`src/rtl/cw_output_pkg.sv`:
```
// Shared ring-router definitions: packet geometry, VC parity encoding and
// the requester encoding used by the per-VC round-robin pointers.
package cw_output_pkg;

    localparam int DATA_WIDTH = 64;
    localparam int HOP_MSB    = 55;
    localparam int HOP_LSB    = 48;

    localparam logic VC_EVEN = 1'b0;
    localparam logic VC_ODD  = 1'b1;

    typedef enum logic {
        REQ_CW = 1'b0,
        REQ_PE = 1'b1
    } req_t;

endpackage

```
`src/rtl/cw_output_vc.sv`:
```
// One virtual channel of the clockwise output port: cw/PE round-robin
// arbitration, one-packet slot and saturating hop decrement on capture.
module cw_output_vc #(
    parameter logic PARITY     = cw_output_pkg::VC_EVEN,
    parameter int   DATA_WIDTH = cw_output_pkg::DATA_WIDTH,
    parameter int   HOP_MSB    = cw_output_pkg::HOP_MSB,
    parameter int   HOP_LSB    = cw_output_pkg::HOP_LSB
) (
    input  logic                  clk,
    input  logic                  rst,
    input  logic                  polarity,
    input  logic                  req_cw,
    input  logic                  req_pe,
    input  logic [DATA_WIDTH-1:0] data_cw,
    input  logic [DATA_WIDTH-1:0] data_pe,
    input  logic                  load,
    output logic                  grant_cw,
    output logic                  grant_pe,
    output logic                  full,
    output logic [DATA_WIDTH-1:0] slot_data
);
    import cw_output_pkg::*;

    localparam int HOP_W = HOP_MSB - HOP_LSB + 1;

    req_t rr;
    logic accept;
    logic pick_pe;

    function automatic logic [DATA_WIDTH-1:0] dec_hop(input logic [DATA_WIDTH-1:0] pkt);
        logic [DATA_WIDTH-1:0] res;
        logic [HOP_W-1:0]      hop;
        res = pkt;
        hop = pkt[HOP_MSB:HOP_LSB];
        if (hop != '0)
            res[HOP_MSB:HOP_LSB] = hop - HOP_W'(1);
        return res;
    endfunction

    // Requests are only considered in this VC's own phase and only into an empty slot.
    assign accept  = (polarity == PARITY) && !full && (req_cw || req_pe);
    assign pick_pe = req_pe && (!req_cw || rr == REQ_PE);

    always_ff @(posedge clk) begin
        if (rst) begin
            grant_cw <= 1'b0;
            grant_pe <= 1'b0;
            full     <= 1'b0;
            rr       <= REQ_CW;
        end else begin
            grant_cw <= accept && !pick_pe;
            grant_pe <= accept && pick_pe;
            if (accept)
                rr <= pick_pe ? REQ_CW : REQ_PE;
            if (grant_cw || grant_pe)
                full <= 1'b1;
            else if (load)
                full <= 1'b0;
        end
    end

    // Slot contents are qualified by full, so they need no reset.
    always_ff @(posedge clk) begin
        if (grant_cw)
            slot_data <= dec_hop(data_cw);
        else if (grant_pe)
            slot_data <= dec_hop(data_pe);
    end

endmodule

```
`src/rtl/cw_output.sv`:
```
// Clockwise output port: two parity-interleaved VCs sharing one link,
// with registered cwso/cwdo towards the downstream cw_input.
module cw_output #(
    parameter int DATA_WIDTH = cw_output_pkg::DATA_WIDTH,
    parameter int HOP_MSB    = cw_output_pkg::HOP_MSB,
    parameter int HOP_LSB    = cw_output_pkg::HOP_LSB
) (
    input  logic                  clk,
    input  logic                  rst,
    input  logic                  polarity,
    input  logic                  request_from_cw_even,
    input  logic                  request_from_cw_odd,
    input  logic                  request_from_pe_even,
    input  logic                  request_from_pe_odd,
    input  logic [DATA_WIDTH-1:0] data_from_cw_even,
    input  logic [DATA_WIDTH-1:0] data_from_cw_odd,
    input  logic [DATA_WIDTH-1:0] data_from_pe_even,
    input  logic [DATA_WIDTH-1:0] data_from_pe_odd,
    output logic                  grant_cw_even,
    output logic                  grant_cw_odd,
    output logic                  grant_pe_even,
    output logic                  grant_pe_odd,
    output logic                  cwso,
    input  logic                  cwro,
    output logic [DATA_WIDTH-1:0] cwdo
);
    import cw_output_pkg::*;

    logic                  full_even, full_odd;
    logic [DATA_WIDTH-1:0] slot_even, slot_odd;
    logic                  load_even, load_odd;

    // Each VC drains in the opposite phase to the one it accepts in, so at most one loads.
    assign load_even = (polarity != VC_EVEN) && full_even && cwro;
    assign load_odd  = (polarity != VC_ODD)  && full_odd  && cwro;

    cw_output_vc #(
        .PARITY(VC_EVEN), .DATA_WIDTH(DATA_WIDTH), .HOP_MSB(HOP_MSB), .HOP_LSB(HOP_LSB)
    ) u_vc_even (
        .clk(clk), .rst(rst), .polarity(polarity),
        .req_cw(request_from_cw_even), .req_pe(request_from_pe_even),
        .data_cw(data_from_cw_even), .data_pe(data_from_pe_even),
        .load(load_even),
        .grant_cw(grant_cw_even), .grant_pe(grant_pe_even),
        .full(full_even), .slot_data(slot_even)
    );

    cw_output_vc #(
        .PARITY(VC_ODD), .DATA_WIDTH(DATA_WIDTH), .HOP_MSB(HOP_MSB), .HOP_LSB(HOP_LSB)
    ) u_vc_odd (
        .clk(clk), .rst(rst), .polarity(polarity),
        .req_cw(request_from_cw_odd), .req_pe(request_from_pe_odd),
        .data_cw(data_from_cw_odd), .data_pe(data_from_pe_odd),
        .load(load_odd),
        .grant_cw(grant_cw_odd), .grant_pe(grant_pe_odd),
        .full(full_odd), .slot_data(slot_odd)
    );

    always_ff @(posedge clk) begin
        if (rst) begin
            cwso <= 1'b0;
            cwdo <= '0;
        end else begin
            cwso <= load_even || load_odd;
            if (load_even)
                cwdo <= slot_even;
            else if (load_odd)
                cwdo <= slot_odd;
        end
    end

endmodule

```
`config.mk`:
```
export PLATFORM = sky130hd
export DESIGN_NAME = cw_output
export DESIGN_NICKNAME = d
export VERILOG_FILES = /design/src/rtl/cw_output_pkg.sv /design/src/rtl/cw_output_vc.sv /design/src/rtl/cw_output.sv
export SDC_FILE = /design/constraint.sdc
export NUM_CORES = 1
export LEC_CHECK = 0
export ABC_AREA = 1
export BUFFER_PORTS_ARGS = -buffer_cell sky130_fd_sc_hd__buf_2
export CELL_PAD_IN_SITES_DETAIL_PLACEMENT = 1
export CELL_PAD_IN_SITES_GLOBAL_PLACEMENT = 2
export CORE_MARGIN = 3
export CORE_UTILIZATION = 30
export DETAILED_ROUTE_END_ITERATION = 10
export GPL_ROUTABILITY_DRIVEN = 0
export PLACE_DENSITY_LB_ADDON = 0.1
export SLEW_MARGIN = 20
export SYNTH_ARGS = -nofsm -noshare
export SYNTH_HDL_FRONTEND = slang
export SYNTH_SLANG_ARGS = --single-unit
```
`constraint.sdc`:
```
create_clock -name clk -period 5 [get_ports clk]
set_input_delay 0.75 -clock clk [delete_from_list [all_inputs] [get_ports clk]]
set_output_delay 0.75 -clock clk [all_outputs]
set_load 0.02 [all_outputs]
```
* Word-level counts from Yosys, hierarchy flattened
Cells that the tools add are included.
** Operators by class
- Add/sub/neg operators :: 4
- Multiplexer cells :: 16
- Bitwise logic cells :: 1
- Reduce and logical (&&, ||, !) cells :: 36
** Operators by type and width (count)
- two-way mux 64 bit :: 6
- two-way mux 8 bit :: 4
- nonzero test 8 bit :: 4
- subtractor 8 x 1 -> 8 bit (second input constant) :: 4
- logical AND 1 bit :: 14
- nonzero test 2 bit :: 5
- logical OR 1 bit :: 7
- zero test 1 bit :: 6
- two-way mux 1 bit :: 6
- inverter 1 bit :: 1
** Word-level totals
- Register bits :: 201
- Logic and storage cells :: 69

* Longest topological paths before layout
Gate-level depths: netlist (run 1).
- Depth in word-level cells :: 5
- Gate-level depth with buffers :: 8
- Depth with buffers taken out :: 8

* Cells and area by module
From an unflattened synthesis (run 1), not the netlist that was laid out.
** Second synthesis, totals
- Cells, all modules :: 1367
- Area, all modules :: 10359.9 µm²
** By module, submodules not included
- cw_output :: instances 1, cells each 625, area each 3701.0 µm², sequential area each 1301.2 µm²
- cw_output_vc at u_vc_even :: instances 1, cells each 372, area each 3334.4 µm², sequential area each 2001.9 µm²
- cw_output_vc at u_vc_odd :: instances 1, cells each 370, area each 3324.4 µm², sequential area each 2001.9 µm²

* Least setup slack after synthesis (run 1)
No wires, ideal clock.
- Path type :: register -> register
- Start point :: register u_vc_even.grant_cw
- End point :: register u_vc_even.slot_data[0] (enable)
- Arrival time :: 1481 ps
- Required time :: 4605 ps
- Setup slack :: 3124 ps
- Stages on the path, launching flop included :: 3
- Cells stage by stage :: dfxtp_1 > buf_2 > or2_2
** On the way
- Longest elaborated chain between the ends :: 1
** RTL lines
- from (decl) :: line cw_output_vc.sv:17 : output logic grant_cw,
- from (signal assigned) :: line cw_output_vc.sv:51 : grant_cw <= accept && !pick_pe;
- nonzero test 2 bit (no source line)
- to (signal assigned) :: line cw_output_vc.sv:65 : slot_data <= dec_hop(data_cw);
- to (signal assigned) :: line cw_output_vc.sv:67 : slot_data <= dec_hop(data_pe);
- to (decl) :: line cw_output_vc.sv:20 : output logic [DATA_WIDTH-1:0] slot_data
Every way passes these cells.
A chain may end at the register's enable or synchronous reset.

* Final worst setup path (run 1)
- Start point :: register u_vc_even.grant_cw
- End point :: output port grant_cw_even
** RTL lines
- to (decl) :: line cw_output.sv:19 : output logic grant_cw_even,
No word-level cell between the ends.

==> results of run 1 <==
[through the flow]
step / power [mW] / setup WS [ns] / hold slack [ns] / instance area [um2] / util [%]
after floorplan: 2.21 / 3.12 / 0.436 / 9630 / -
after global placement: 2.44 / 1.93 / 0.448 / 11500 / 37.0
after detailed placement: 2.44 / 1.82 / 0.452 / 11500 / 37.0
after CTS: 4.05 / 2.16 / 0.461 / 12300 / 39.3
after global routing: 4.19 / 2.09 / 0.480 / 12300 / 39.4
final: 3.98 / 2.23 / 0.459 / 12300 / 39.4
[logic make-up (layout without fill, tap and decap cells)]
| group | count (synthesis) | after routing | synth area share [%] |
|---|---|---|---|
| flip-flops | 201 | 201 | 55.1 |
| buffers and inverters | 165 | 488 | 7.45 |
| other | 0 | 1 | 0 |
| adder cells (fa/ha/maj) | 8 | 8 | 1.04 |
| XOR/XNOR | 12 | 12 | 1.09 |
| AO/OA/AOI/OAI | 145 | 145 | 7.56 |
| AND/OR/NAND/NOR | 694 | 694 | 27.8 |
[cell type report]
type | instances | area [um2]
antenna | 1 | 2.50
fill | 3911 | 18900
multi-input combinational | 859 | 3620
timing repair buffer | 340 | 1740
inverter | 104 | 390
sequential | 201 | 5310
tap | 396 | 495
clock inverter | 10 | 51.3
clock buffer | 34 | 669
[how the worst max path moves through the flow]
| stage | start | end | slack [ns] |
|---|---|---|---|
| 2_1_floorplan | u_vc_even.grant_cw | u_vc_even.slot_data[0] | 3.12 |
| 3_3_place_gp | polarity | cwdo[29] | 1.93 |
| 3_5_place_dp | cwro | cwdo[49] | 1.82 |
| 4_1_cts | u_vc_even.grant_cw | grant_cw_even | 2.16 |
| 5_1_grt | u_vc_even.grant_cw | grant_cw_even | 2.09 |
| 6_report | u_vc_even.grant_cw | grant_cw_even | 2.23 |
[report_power, final]
group | total, mW | switching (mW) | internal (mW)
sequential | 1.90 | 0.0315 | 1.87
combinational | 0.491 | 0.310 | 0.181
clock | 1.59 | 0.660 | 0.929
total | 3.98 | 1.00 | 2.98
[Yosys cell counts, drive strengths merged (3+ instances only)]
cell type,number,area (um2)
nand3,33,175
or2,3,18.8
dfxtp,73,1460
xor2,9,78.8
ha,8,100
buf,30,211
inv,104,390
xnor2,3,26.3
clkbuf,31,116
nand2,611,2300
nand4,3,18.8
a21oi,67,335
nor2,42,158
o21ai,77,385
edfxtp,128,3840
[worst max-delay path, stage by stage (launching register included)]
cell,delay (ns)
dfxtp_2,0.73
buf_4,0.52
buf_2,0.25
[per-layer routing]
layer / wire (um) / vias to the layer above / part of all wire (%)
met4: 410 / 0 / 1.3
met5: 0 / - / 0
met3: 2020 / 25 / 6.4
met1: 14500 / 3930 / 46
met2: 14500 / 225 / 46
li1: - / 4482 / -
==> flow_summary.yaml, run 1 <==
route:
  drtAntennaViolNets: 0
  remaining_drc_errors: 0
  num_vias: 8662
  dr.pass1.iters: 4
  initialDrtViolationCount: 327
  routed_via_density: 4.45
  drt_wl_total_mm: 31.4
  wl_per_cell_um: 16.1
clock_network:
  cts_resized: 0
  ctsHtreeMaxLevel: 1
  post_cts_buffers: 0
  tritoncts: "built"
  ctsHoldBuffers: 0
  cts-root-buf: "clkbuf_16"
  cts_buffers: 24
  clock_sink_count: 201
  clk_latency_ns: 0.51
  path_clk_slew_ns: 0.06
  cts_buffer_depth: 3
setup_path:
  rr_worst_depth: 6
  crit_type: "reg2out"
  crit_fanout: 38
  r2r-start: "u_vc_even.full"
  worstPathRequired_ns: 4.25
  r2r_end: "cwdo[17]"
  end_kind: "output port"
  r2r_slack_ns: 2.46
  arrival_ns: 2.02
  startpoint_type: "flip-flop"
synth:
  syn_inst: 1225
  synth_flop_cell: "edfxtp_1"
  seq_area_frac_synth_pct: 55.1
  synth_edf_count: 128
  async_flop_share_pct: 0
  synth_nets: 1497
  syn-cell-area_um2: 9630
  synth_cell_types: 26
  yosys_warnings: 0
  avgSynthCellArea_um2: 7.86
  ys_ff_latch: 201
hold_path:
  hold_end: "cwdo[3]"
  hp-class: "reg2reg"
  hold_depth: 2
  hold_path.startpoint: "cwdo[3]"
floorplan:
  dieArea_um2: 34300
  die_y_um: 185
  initial_utilization_pct: 30.9
  ioPinCount: 333
  core_um2: 31100
  die_w_um: 185
  num_rows: 64
final_layout:
  instances_no_fill: 1945
  fin_nets: 1802
  layout_commonest_cell: "nand2_1"
  top_regs: "cwdo (64), u_vc_even.slot_data (64), u_vc_odd.slot_data (64)"
  layout_common_cells: "nand2_1, buf_2, edfxtp_1"
  layout-drive-gt1-share_pct: 24.6
  syn_to_final_growth_pct: 27.4
timing:
  tightest_slew_ns: 1.03
  clock_skew_ns: 0.00983
  fmax_mhz: 361
  rsz0062_at_grt: "no"
  final-hold-violation-count: 0
  fin_crit_ns: 2.77
  finalCritPeriodShare_pct: 55.4
  setup_viol: 0
  tns_ns: 0
  slew_viol_final: 0
  slew_headroom_pct: 31.5
pwr:
  ir_drop_mv: 0.211
  p_leak_nw: 6.02
  powerDensity_nw_per_um2: 325
grt:
  grt_pass1_vias: 8860
  busiest_layer: "met2"
  grt_max_degree: 78
  use_met3_pct: 3.89
  grt_use_met2_pct: 29.5
  grt_pass1_wl_mm: 47.9
  grt-ovfl-total: 0
  track_usage_pct: 17.7
  globalRouteMet1Util_pct: 23.7
  grt_antenna_before_repair: 1
run:
  cap_violations: 0
place:
  numPortBuffers: 332
  dp_cells: 1899
  dpl.hpwl_mm: 22.4
outcome:
  status: "completed"
(Power assumes the default switching activity.)
==> run 2: changes to the inputs <==
- CORE_UTILIZATION: 30 -> 28
- clock period: 5 -> 2.9 ns (I/O delays scaled with it)
==> run 2 against run 1 <==
  * Sequential share of layout area fell by 0.69 points
  * First-iteration DRC count decreased by 4.6%
  * Non-clock buffer count increased by 11
  * Clock skew fell by 0.0015 ns
  * Sequential power grew 72%
  * Critical path type unchanged
  * Global-route usage shrank 0.77 points
==> flow_summary.yaml, run 2 (synthesized netlist as in run 1, its figures left out) <==
setup_path:
  max_stage_delay_ns: 0.63
  arrival_ns: 1.78
  cp_cell_sequence: "buf_4, buf_2"
  worstPathRequired_ns: 2.47
  r2r_end: "cwdo[62]"
  crit_path_top_delay_cell: "buf_4"
  crit_start: "u_vc_odd.grant_cw"
  worst_path_dominant_cell_family: "buffers and inverters"
  startpoint_type: "flip-flop"
  r2r-start: "u_vc_even.full"
  rr_worst_depth: 6
  crit_type: "reg2out"
  critPathBufInv: 2
  end_kind: "output port"
  crit_fanout: 61
  r2r_slack_ns: 0.96
grt:
  grt_antenna_before_repair: 1
  track_usage_pct: 16.9
  grt-ovfl-total: 0
  grt_pass1_vias: 8771
  grt_max_degree: 66
  grt_pass1_wl_mm: 48.4
clock_network:
  path_clk_slew_ns: 0.06
  clk_latency_ns: 0.51
  post_cts_buffers: 0
  cts_buffer_depth: 3
  cts_buffers: 24
  cts_resized: 0
  tritoncts: "built"
  ctsHoldBuffers: 0
  ctsHtreeMaxLevel: 1
  cts-root-buf: "clkbuf_16"
  clock_sink_count: 201
route:
  drtAntennaViolNets: 0
  initialDrtViolationCount: 312
  routed_via_density: 4.35
  wl_per_cell_um: 16.0
  drt_wl_total_mm: 32.0
  num_vias: 8723
  remaining_drc_errors: 0
  dr.pass1.iters: 6
timing:
  tightest_slew_ns: 0.772
  setup_viol: 0
  hold_slack_ns: 0.192
  finalCritPeriodShare_pct: 76.4
  fin_crit_ns: 2.21
  clock_skew_ns: 0.00834
  tns_ns: 0
  slew_headroom_pct: 48.5
  final-hold-violation-count: 0
  slew_viol_final: 0
  rsz0062_at_grt: "no"
  fmax_mhz: 452
floorplan:
  ioPinCount: 333
  num_rows: 67
  die_w_um: 191
  initial_utilization_pct: 28.6
  die_y_um: 191
  core_um2: 33700
  dieArea_um2: 36700
pwr:
  ir_drop_mv: 0.397
  p_leak_nw: 6.11
  powerDensity_nw_per_um2: 562
final_layout:
  layout_commonest_cell: "nand2_1"
  top_regs: "cwdo (64), u_vc_even.slot_data (64), u_vc_odd.slot_data (64)"
  fin_nets: 1813
  layout_common_cells: "nand2_1, buf_2, edfxtp_1"
  antenna_cells: 0
  layout-drive-gt1-share_pct: 25.1
  syn_to_final_growth_pct: 29.5
hold_path:
  hold_path.startpoint: "data_from_pe_odd[38]"
  hold_depth: 3
  hp-class: "in2reg"
  hold_end: "u_vc_odd.slot_data[38]"
outcome:
  status: "completed"
place:
  dpl.hpwl_mm: 23.2
  numPortBuffers: 332
run:
  cap_violations: 0
## run 2: cell count changes in the layout (fill, tap and decap cells not counted), sizes merged
cell / before / now
buf: 340 / 351
bufinv: 0 / 1
clkbuf: 34 / 38
clkinv: 7 / 5
clkinvlp: 3 / 0
diode: 1 / 0
## run 2: final cells by class
class	count	area (um2)
flip-flops and latches	201	5310
fillers	4232	21200
clock inverters	6	51.3
multi-input cells	859	3620
clock buffers	38	694
well taps	448	561
repair buffers	351	1850
inverters	104	390
## run 2: how the worst max path moves through the flow
stage | endpoint | cells after the start | slack (ns)
2_1_floorplan | u_vc_even.slot_data[0] | 2 | 1.02
4_1_cts | grant_cw_odd | 2 | 0.62
3_5_place_dp | cwdo[62] | 7 | 0.76
6_report | grant_cw_odd | 2 | 0.69
5_1_grt | grant_cw_odd | 2 | 0.55
3_3_place_gp | cwdo[62] | 7 | 0.79
## run 2: per-stage QoR
stage | worst slack (ns) | power, mW | std cells | instance area [um2] | utilization, %
after global placement | 0.794 | 4.22 | 1961 | 11700 | 34.7
after floorplan | 1.02 | 3.80 | 1225 | 9630 | -
after global routing | 0.552 | 7.38 | 2007 | 12500 | 37.0
after CTS | 0.621 | 7.13 | 2005 | 12400 | 36.9
after detailed placement | 0.765 | 4.23 | 1961 | 11700 | 34.7
final | 0.685 | 7.01 | 2007 | 12500 | 37.0
## run 2: tightest hold or removal path: cells and delay by family
| family | cells | cell delay (ns) |
|---|---|---|
| AND/OR/NAND/NOR | 2 | 0.08 |
| buffers and inverters | 1 | 0.08 |
## run 2: metal layers
| metal | vias up | GRT usage, % | wire (um) |
|---|---|---|---|
| met5 | - | 0 | 13 |
| met4 | 2 | 3.70 | 596 |
| met3 | 38 | 4.13 | 2110 |
| met2 | 210 | 29.1 | 15200 |
| met1 | 3973 | 21.5 | 14100 |
| li1 | 4500 | - | - |
## run 2: report_power, final
part	internal [mW]	total (mW)	leakage [nW]	switching [mW]
Sequential	3.23	3.27	1.78	0.0465
Combinational	0.326	0.880	3.97	0.553
Clock	1.72	2.85	0.362	1.13
==> run 3: changes to the inputs <==
- CORE_UTILIZATION: 28 -> 25
- clock period: 2.9 -> 1.95 ns (I/O delays scaled with it)
==> run 3 against run 2 <==
  * Register-to-register slack got worse by 0.58 ns
  * Non-clock buffer count rose by 1
  * Sequential power rose by 49%
  * Utilization fell by 3.6 points
  * Highest routed layer is now met4
  * Via count rose by 0.30%
==> flow_summary.yaml, run 3 (synthesized netlist as in run 1, its figures left out) <==
setup_path:
  crit_type: "reg2out"
  crit_start: "u_vc_even.grant_cw"
  crit_fanout: 32
  crit_path_top_delay_cell: "buf_4"
  crit_end: "grant_cw_even"
  r2r_end: "cwdo[57]"
  max_stage_delay_ns: 0.40
  rr_worst_depth: 5
  cp_cell_sequence: "buf_4, buf_2"
  worstPathRequired_ns: 1.66
  startpoint_type: "flip-flop"
  arrival_ns: 1.54
  r2r_slack_ns: 0.38
  r2r-start: "u_vc_even.full"
  end_kind: "output port"
grt:
  grt_antenna_before_repair: 0
  grt_pass1_vias: 9196
  grt_pass1_wl_mm: 51.6
  track_usage_pct: 15.9
  grt_max_degree: 69
  grt-ovfl-total: 0
place:
  dp_slack_ns: 0.315
  numPortBuffers: 332
  dpl.hpwl_mm: 24.7
pwr:
  p_switching_mw: 2.62
  ir_drop_mv: 0.507
  p_leak_nw: 6.15
  pwr-share-seq_pct: 46.8
  powerDensity_nw_per_um2: 823
  p_clk_share_pct: 40.3
  p_int_mw: 7.79
  p_comb_share_pct: 12.9
  p_sw_share_pct: 25.1
timing:
  fin_crit_ns: 1.83
  slew_viol_final: 0
  fmax_mhz: 545
  clock_skew_ns: 0.00856
  rsz0062_at_grt: "no"
  slew_headroom_pct: 69.1
  setup_ws_ns: 0.115
  tns_ns: 0
  setup_viol: 0
  tightest_slew_ns: 0.463
  final-hold-violation-count: 0
  finalCritPeriodShare_pct: 94.1
clock_network:
  ctsHtreeMaxLevel: 1
  clk_latency_ns: 0.51
  path_clk_slew_ns: 0.06
  ctsHoldBuffers: 0
  post_cts_buffers: 0
  cts_buffer_depth: 3
  cts_buffers: 25
  tritoncts: "built"
  cts-root-buf: "clkbuf_16"
  clock_sink_count: 201
  cts_resized: 0
floorplan:
  ioPinCount: 333
  die_w_um: 202
  initial_utilization_pct: 25.5
  die_y_um: 202
  core_um2: 37800
  dieArea_um2: 40900
  num_rows: 71
route:
  drtAntennaViolNets: 0
  initialDrtViolationCount: 344
  dr.pass1.iters: 5
  drt_wl_total_mm: 33.8
  remaining_drc_errors: 0
  routed_via_density: 4.22
  num_vias: 8749
  wl_per_cell_um: 16.3
final_layout:
  syn_to_final_growth_pct: 31.3
  layout_commonest_cell: "nand2_1"
  top_regs: "cwdo (64), u_vc_even.slot_data (64), u_vc_odd.slot_data (64)"
  nFillCells: 4665
  layout_common_cells: "nand2_1, buf_2, edfxtp_1"
  layout-drive-gt1-share_pct: 25.2
  fin_nets: 1815
hold_path:
  hold_path.startpoint: "data_from_pe_even[25]"
  hp-class: "in2reg"
run:
  cap_violations: 0
outcome:
  status: "completed"
[run 3: layout make-up]
class	count	area [um2]	share of cell area [%]
flip-flops and latches	201	5310	42.0
multi-input cells	859	3630	28.7
repair buffers	352	1940	15.3
clock buffers	40	712	5.63
well taps	511	639	5.06
inverters	104	390	3.09
clock inverters	5	27.5	0.218
diodes	1	2.50	0.0198
[run 3: worst max-delay path: cells and delay by family (launching register included)]
| kind | cells | cell delay, ns |
|---|---|---|
| flip-flops | 1 | 0.36 |
| buffers and inverters | 2 | 0.65 |
[run 3: worst min path at each step]
stage                              endpoint  slack [ns]  cells after the start
finish              u_vc_even.slot_data[25]        0.05                      3
global placement                   cwdo[60]        0.45                      2
global route         u_vc_odd.slot_data[41]        0.04                      3
CTS                 u_vc_even.slot_data[43]        0.03                      3
detailed placement                 cwdo[29]        0.45                      2
floorplan                 u_vc_odd.grant_pe        0.43                      2
[run 3: power groups by stage]
stage	Sequential (mW)	Clock (mW)	Combinational, mW
2_1_floorplan	5.01	0	0.650
3_3_place_gp	4.96	0	1.37
3_5_place_dp	4.97	0	1.38
4_1_cts	4.88	4.36	1.39
5_1_grt	4.89	4.52	1.54
6_report	4.87	4.19	1.34
[run 3: metal layers]
layer,track usage (%),up-vias,part of all wire [%]
li1,-,4502,-
met1,20.7,3997,45
met2,27.3,210,47
met3,3.56,40,6.4
met4,3.29,0,2.0
met5,0,-,0
[run 3: stage by stage]
| stage | instances | util (%) | hold slack [ns] | cell area (um2) | total power, mW |
|---|---|---|---|---|---|
| floorplan | 1225 | - | 0.435 | 9630 | 5.66 |
| global placement | 2027 | 31.5 | 0.448 | 11900 | 6.33 |
| detailed placement | 2027 | 31.5 | 0.454 | 11900 | 6.35 |
| CTS | 2072 | 33.4 | 0.0253 | 12600 | 10.6 |
| global route | 2072 | 33.4 | 0.0402 | 12600 | 11.0 |
| finish | 2073 | 33.4 | 0.0523 | 12600 | 10.4 |
